<file path="src/rtl/shift_tx_pkg.sv">
// Shared types and the round-robin search used by the shift-out arbiter.
package shift_tx_pkg;

   typedef enum logic {
      IDLE  = 1'b0,
      SHIFT = 1'b1
   } state_t;

   localparam int RR_MAX = 16;

   typedef struct packed {
      logic       found;
      logic [3:0] idx;
   } rr_pick_t;

   // First set bit of req searching ptr+1, ptr+2, ... modulo n.
   function automatic rr_pick_t rr_pick(input logic [RR_MAX-1:0] req,
                                        input logic [3:0]        ptr,
                                        input int                n);
      rr_pick_t r;
      int       kk;
      r  = '0;
      kk = 0;
      for (int i = 1; i <= RR_MAX; i++) begin
         if (i <= n && !r.found) begin
            kk = (int'(ptr) + i) % n;
            if (req[kk[3:0]]) begin
               r.found = 1'b1;
               r.idx   = kk[3:0];
            end
         end
      end
      return r;
   endfunction

endpackage

</file>
<file path="src/rtl/shift_tx_arb_rr.sv">
// Combinational round-robin pick: index, found flag and one-hot grant.
module rr_arbiter
   import shift_tx_pkg::*;
#(
   parameter  int NUM_REQ = 4,
   localparam int ID_W    = $clog2(NUM_REQ)
) (
   input  logic [NUM_REQ-1:0] req_i,
   input  logic [ID_W-1:0]    ptr_i,
   output logic               found_o,
   output logic [ID_W-1:0]    gnt_idx_o,
   output logic [NUM_REQ-1:0] gnt_o
);

   logic [RR_MAX-1:0] req_ext;
   rr_pick_t          pick;

   always_comb begin
      req_ext                = '0;
      req_ext[NUM_REQ-1:0]   = req_i;
      pick                   = rr_pick(req_ext, 4'(ptr_i), NUM_REQ);
   end

   assign found_o   = pick.found;
   assign gnt_idx_o = pick.idx[ID_W-1:0];

   generate
      for (genvar gi = 0; gi < NUM_REQ; gi++) begin : g_onehot
         assign gnt_o[gi] = pick.found && (pick.idx == 4'(gi));
      end
   endgenerate

endmodule

</file>
<file path="src/rtl/shift_tx_arb.sv">
// Round-robin arbiter sharing one MSB-first shift-out register among NUM_REQ
// word producers; one word is shifted per grant under the external ser_en.
module shift_tx_arb
   import shift_tx_pkg::*;
#(
   parameter  int NUM_REQ    = 4,
   parameter  int DATA_WIDTH = 8,
   localparam int ID_W       = $clog2(NUM_REQ),
   localparam int CNT_W      = $clog2(DATA_WIDTH)
) (
   input  logic                          clk,
   input  logic                          rst,
   input  logic [NUM_REQ-1:0]            req_valid,
   input  logic [NUM_REQ*DATA_WIDTH-1:0] req_data,
   output logic [NUM_REQ-1:0]            req_ready,
   input  logic                          ser_en,
   output logic                          ser_out,
   output logic                          ser_valid,
   output logic                          ser_last,
   output logic [ID_W-1:0]               ser_id,
   output logic                          busy
);

   state_t                state_q;
   logic [DATA_WIDTH-1:0] sreg_q;
   logic [CNT_W-1:0]      cnt_q;
   logic [ID_W-1:0]       id_q;
   logic [ID_W-1:0]       rr_ptr_q;

   logic [DATA_WIDTH-1:0] words [NUM_REQ];
   logic                  found;
   logic [ID_W-1:0]       gnt_idx;
   logic [NUM_REQ-1:0]    gnt;
   logic                  in_shift;
   logic                  last_bit;

   generate
      for (genvar gi = 0; gi < NUM_REQ; gi++) begin : g_unpack
         assign words[gi] = req_data[gi*DATA_WIDTH +: DATA_WIDTH];
      end
   endgenerate

   rr_arbiter #(
      .NUM_REQ (NUM_REQ)
   ) u_rr (
      .req_i     (req_valid),
      .ptr_i     (rr_ptr_q),
      .found_o   (found),
      .gnt_idx_o (gnt_idx),
      .gnt_o     (gnt)
   );

   assign in_shift = (state_q == SHIFT);
   assign last_bit = in_shift && (cnt_q == CNT_W'(DATA_WIDTH - 1));

   // Grants are only offered from IDLE; reset also silences the accept strobe.
   assign req_ready = (rst && !in_shift) ? gnt : '0;
   assign ser_out   = in_shift & sreg_q[DATA_WIDTH-1];
   assign ser_valid = in_shift;
   assign busy      = in_shift;
   assign ser_last  = last_bit;
   assign ser_id    = in_shift ? id_q : '0;

   always_ff @(posedge clk or negedge rst) begin
      if (!rst) begin
         state_q  <= IDLE;
         sreg_q   <= '0;
         cnt_q    <= '0;
         id_q     <= '0;
         rr_ptr_q <= ID_W'(NUM_REQ - 1);
      end else begin
         case (state_q)
            IDLE: begin
               if (found) begin
                  sreg_q  <= words[gnt_idx];
                  id_q    <= gnt_idx;
                  cnt_q   <= '0;
                  state_q <= SHIFT;
               end
            end
            SHIFT: begin
               if (ser_en) begin
                  if (last_bit) begin
                     state_q  <= IDLE;
                     rr_ptr_q <= id_q;
                     sreg_q   <= '0;
                     cnt_q    <= '0;
                  end else begin
                     sreg_q <= sreg_q << 1;
                     cnt_q  <= cnt_q + CNT_W'(1);
                  end
               end
            end
            default: state_q <= IDLE;
         endcase
      end
   end

endmodule

</file>
<file path="config.mk">
export PLATFORM = sky130hd
export DESIGN_NAME = shift_tx_arb
export DESIGN_NICKNAME = d
export VERILOG_FILES = /design/src/rtl/shift_tx_pkg.sv /design/src/rtl/shift_tx_arb_rr.sv /design/src/rtl/shift_tx_arb.sv
export SDC_FILE = /design/constraint.sdc
export NUM_CORES = 1
export LEC_CHECK = 0
export CORE_MARGIN = 5
export CORE_UTILIZATION = 33
export DETAILED_ROUTE_END_ITERATION = 7
export HOLD_SLACK_MARGIN = 0.12
export PLACE_DENSITY = 0.6
export SLEW_MARGIN = 25
export SYNTH_ARGS = -nofsm -noshare
export SYNTH_HDL_FRONTEND = slang
export SYNTH_SLANG_ARGS = --single-unit
</file>
<file path="constraint.sdc">
create_clock -name clk -period 4.9 [get_ports clk]
set_clock_uncertainty 0.05 [all_clocks]
set_input_delay 0.735 -clock clk [delete_from_list [all_inputs] [get_ports clk]]
set_output_delay 0.735 -clock clk [all_outputs]
set_load 0.05 [all_outputs]
</file>
==> qor.yml <==
dp_hpwl_um: 2360
cp_slowest_cell: "clkdlybuf4s50_1"
crit_top_cell: "clkdlybuf4s50_1"
crit_family: "buffers and inverters"
fin_crit_ps: 3730
synthFlopType: "dfrtp_1"
htree_levels: 1
wl_per_cell_um: 13.4
crit_type: "input port to output pin"
core_area_sq_um: 3390
reg2reg_setup_slack_ps: 2790
ys_seq_area_share_pct: 34.1
yosys.area.top_type: "dfrtp_1"
hold_ws_ps: 462
synth.most_common_cell: "mux2i_1"
antennaDiodeCount: 0
synth_top_area_share_pct: 29.7
hp-class: "flip-flop to flip-flop"
grt_overflow: 0
peakVddDrop_mv: 0.240
synth_cells: 120
grt_pass1_vias: 1080
die_x_um: 69.8
synth_warnings: 0
setup_viol: 0
dieArea_sq_um: 4870
setup_tns_ps: 0
cts.sinks: 16
netlist_top_cells_area: "dfrtp_1 (30%), mux2i_1 (20%), a221o_1 (5.9%)"
drv_cap: 0
track_usage_pct: 12.2
slew-limit-headroom_pct: 65.8
nNetsFinal: 210
holdPathStages: 2
ant_nets: 0
syn_area_per_cell_sq_um: 9.83
hold_violations: 0
cts_tree: "done"
cp_num_buf_inv: 2
dp_cells: 210
clock-root-buffer: "clkbuf_4"
report.final.slew_viol_count: 0
syn_area_sq_um: 1180
min_to: "id_q[0]"
routed_via_density: 4.93
path_clk_slew_ps: 90
p_leak_nw: 0.777
synthesis.nets: 161
io_buffers: 48
ys_ff_latch: 16
status: "completed"
cts_resized: 0
p_per_area_nw_per_um2: 407
antenna_found_initial: 0
layout-drive-gt1-share_pct: 9.52
hp-start: "id_q[0]"
clockBufferDepth: 2
die_h_um: 69.8
grt_pass1_wl_um: 4890
cts_made_buffers: 3
drc: 0
max_stage_delay_ps: 810
tightestPinTransition_ps: 511
ctsHoldBuffers: 0
synth_commonest_cells: "mux2i_1 (24), nand2_1 (16), dfrtp_1 (14), nor2_1 (13), a221o_1 (7)"
num_vias: 1055
drt_wl_total_um: 2880
crit_fanout: 13
period_share_pct: 76.1
io_pins: 49
critPathCaptureType: "output pin"
clk_latency_ps: 280
fmax_ghz: 0.268
reg2reg_depth: 6
path_cells: "clkdlybuf4s50_1 > or2b_1 > a21oi_1 > a211o_2 > nor2b_1 > clkdlybuf4s50_1"
r2r-end: "sreg_q[4]"
fin_total_pwr_mw: 0.697
row_count: 21
start_kind: "input port"
synth_edf_count: 0
syn2layout_area_growth_pct: 45.3
firstDrtPassIters: 2
initial_utilization_pct: 34.8
fin_cells: 214
gp_congestion: 0.800
required_ps: 4120
rr_startpoint: "rr_ptr_q[1]"
cts_setup_buffers: 0
synth_cell_types: 32
cp.arrival_ps: 2940
drt_iter0_markers: 27
grt_max_degree: 19
synthArstFlopShare_pct: 100
rsz0062_at_grt: "no"
-- worst max-delay path by stage --
stage,startpoint,endpoint,slack (ps),cells after the start
floorplan,req_valid[1],req_ready[3],1860,6
global placement,req_valid[1],req_ready[3],1200,6
detailed placement,req_valid[1],req_ready[3],1150,6
CTS,req_valid[1],req_ready[3],1150,6
global route,req_valid[1],req_ready[1],1000,6
finish,req_valid[1],req_ready[3],1170,6
-- final cells by class --
| cell class | count | area, sq um |
|---|---|---|
| clock buffer | 4 | 36.3 |
| fill | 342 | 1680 |
| inverter | 2 | 7.51 |
| multi-input combinational | 95 | 707 |
| sequential | 16 | 403 |
| tap | 46 | 57.6 |
| timing repair buffer | 51 | 503 |
-- flip-flops by register name (all words and copies together) (netlist names) --
register / count
sreg_q: 8
cnt_q: 3
id_q: 2
rr_ptr_q: 2
busy: 1
-- where the power goes --
group / total [mW] / internal [mW] / switching (mW)
clock network: 0.0852 / 0.0452 / 0.0400
registers: 0.227 / 0.187 / 0.0402
logic: 0.385 / 0.192 / 0.193
-- layer usage --
metal | vias up | track usage, % | wire length [um]
met2 | 36 | 20.5 | 1340
met5 | - | 0 | 0
met4 | 0 | 3.19 | 62
li1 | 532 | - | -
met1 | 481 | 14.3 | 1270
met3 | 6 | 4.78 | 202
-- worst reg2reg max path, delay by kind of cell (launching register included) --
kind,cells,cell delay (ps)
compound gates,2,620
simple gates,1,70
mux,2,330
buf+inv,1,330
flops,1,590
-- logic make-up (layout without fill, tap and decap cells) --
family | after synthesis | in the layout | share of synthesized area (%)
AOI/OAI and AO/OA | 22 | 22 | 16.0
adders and majority gates | 2 | 2 | 2.12
buffers and inverters | 9 | 57 | 6.57
DFF | 16 | 16 | 34.1
muxes | 27 | 27 | 23.2
and+or+nand+nor | 44 | 44 | 17.9
-- cells in the final DEF (no fill, tap or decap), drive strengths merged, types with 2 or more instances in the layout --
cell type      Yosys  routed
a21o               2       2
a21oi              3       3
a221o              7       7
a22o               4       4
and2               4       4
buf                6       3
clkbuf             1       4
clkdlybuf4s50      0      48
dfrtp             14      14
dfstp              2       2
ha                 2       2
inv                2       2
mux2               3       3
mux2i             24      24
nand2             16      16
nand2b             2       2
nor2              13      13
nor2b              3       3
o2bb2ai            2       2
-- stage by stage --
stage / worst slack, ps / cell area, sq um / utilization [%]
3_3_place_gp: 1200 / 1680 / 49.5
3_5_place_dp: 1150 / 1680 / 49.5
6_report: 1170 / 1710 / 50.6
4_1_cts: 1150 / 1710 / 50.6
5_1_grt: 1000 / 1710 / 50.6
2_1_floorplan: 1860 / 1180 / -
(Power assumes the default switching activity.)
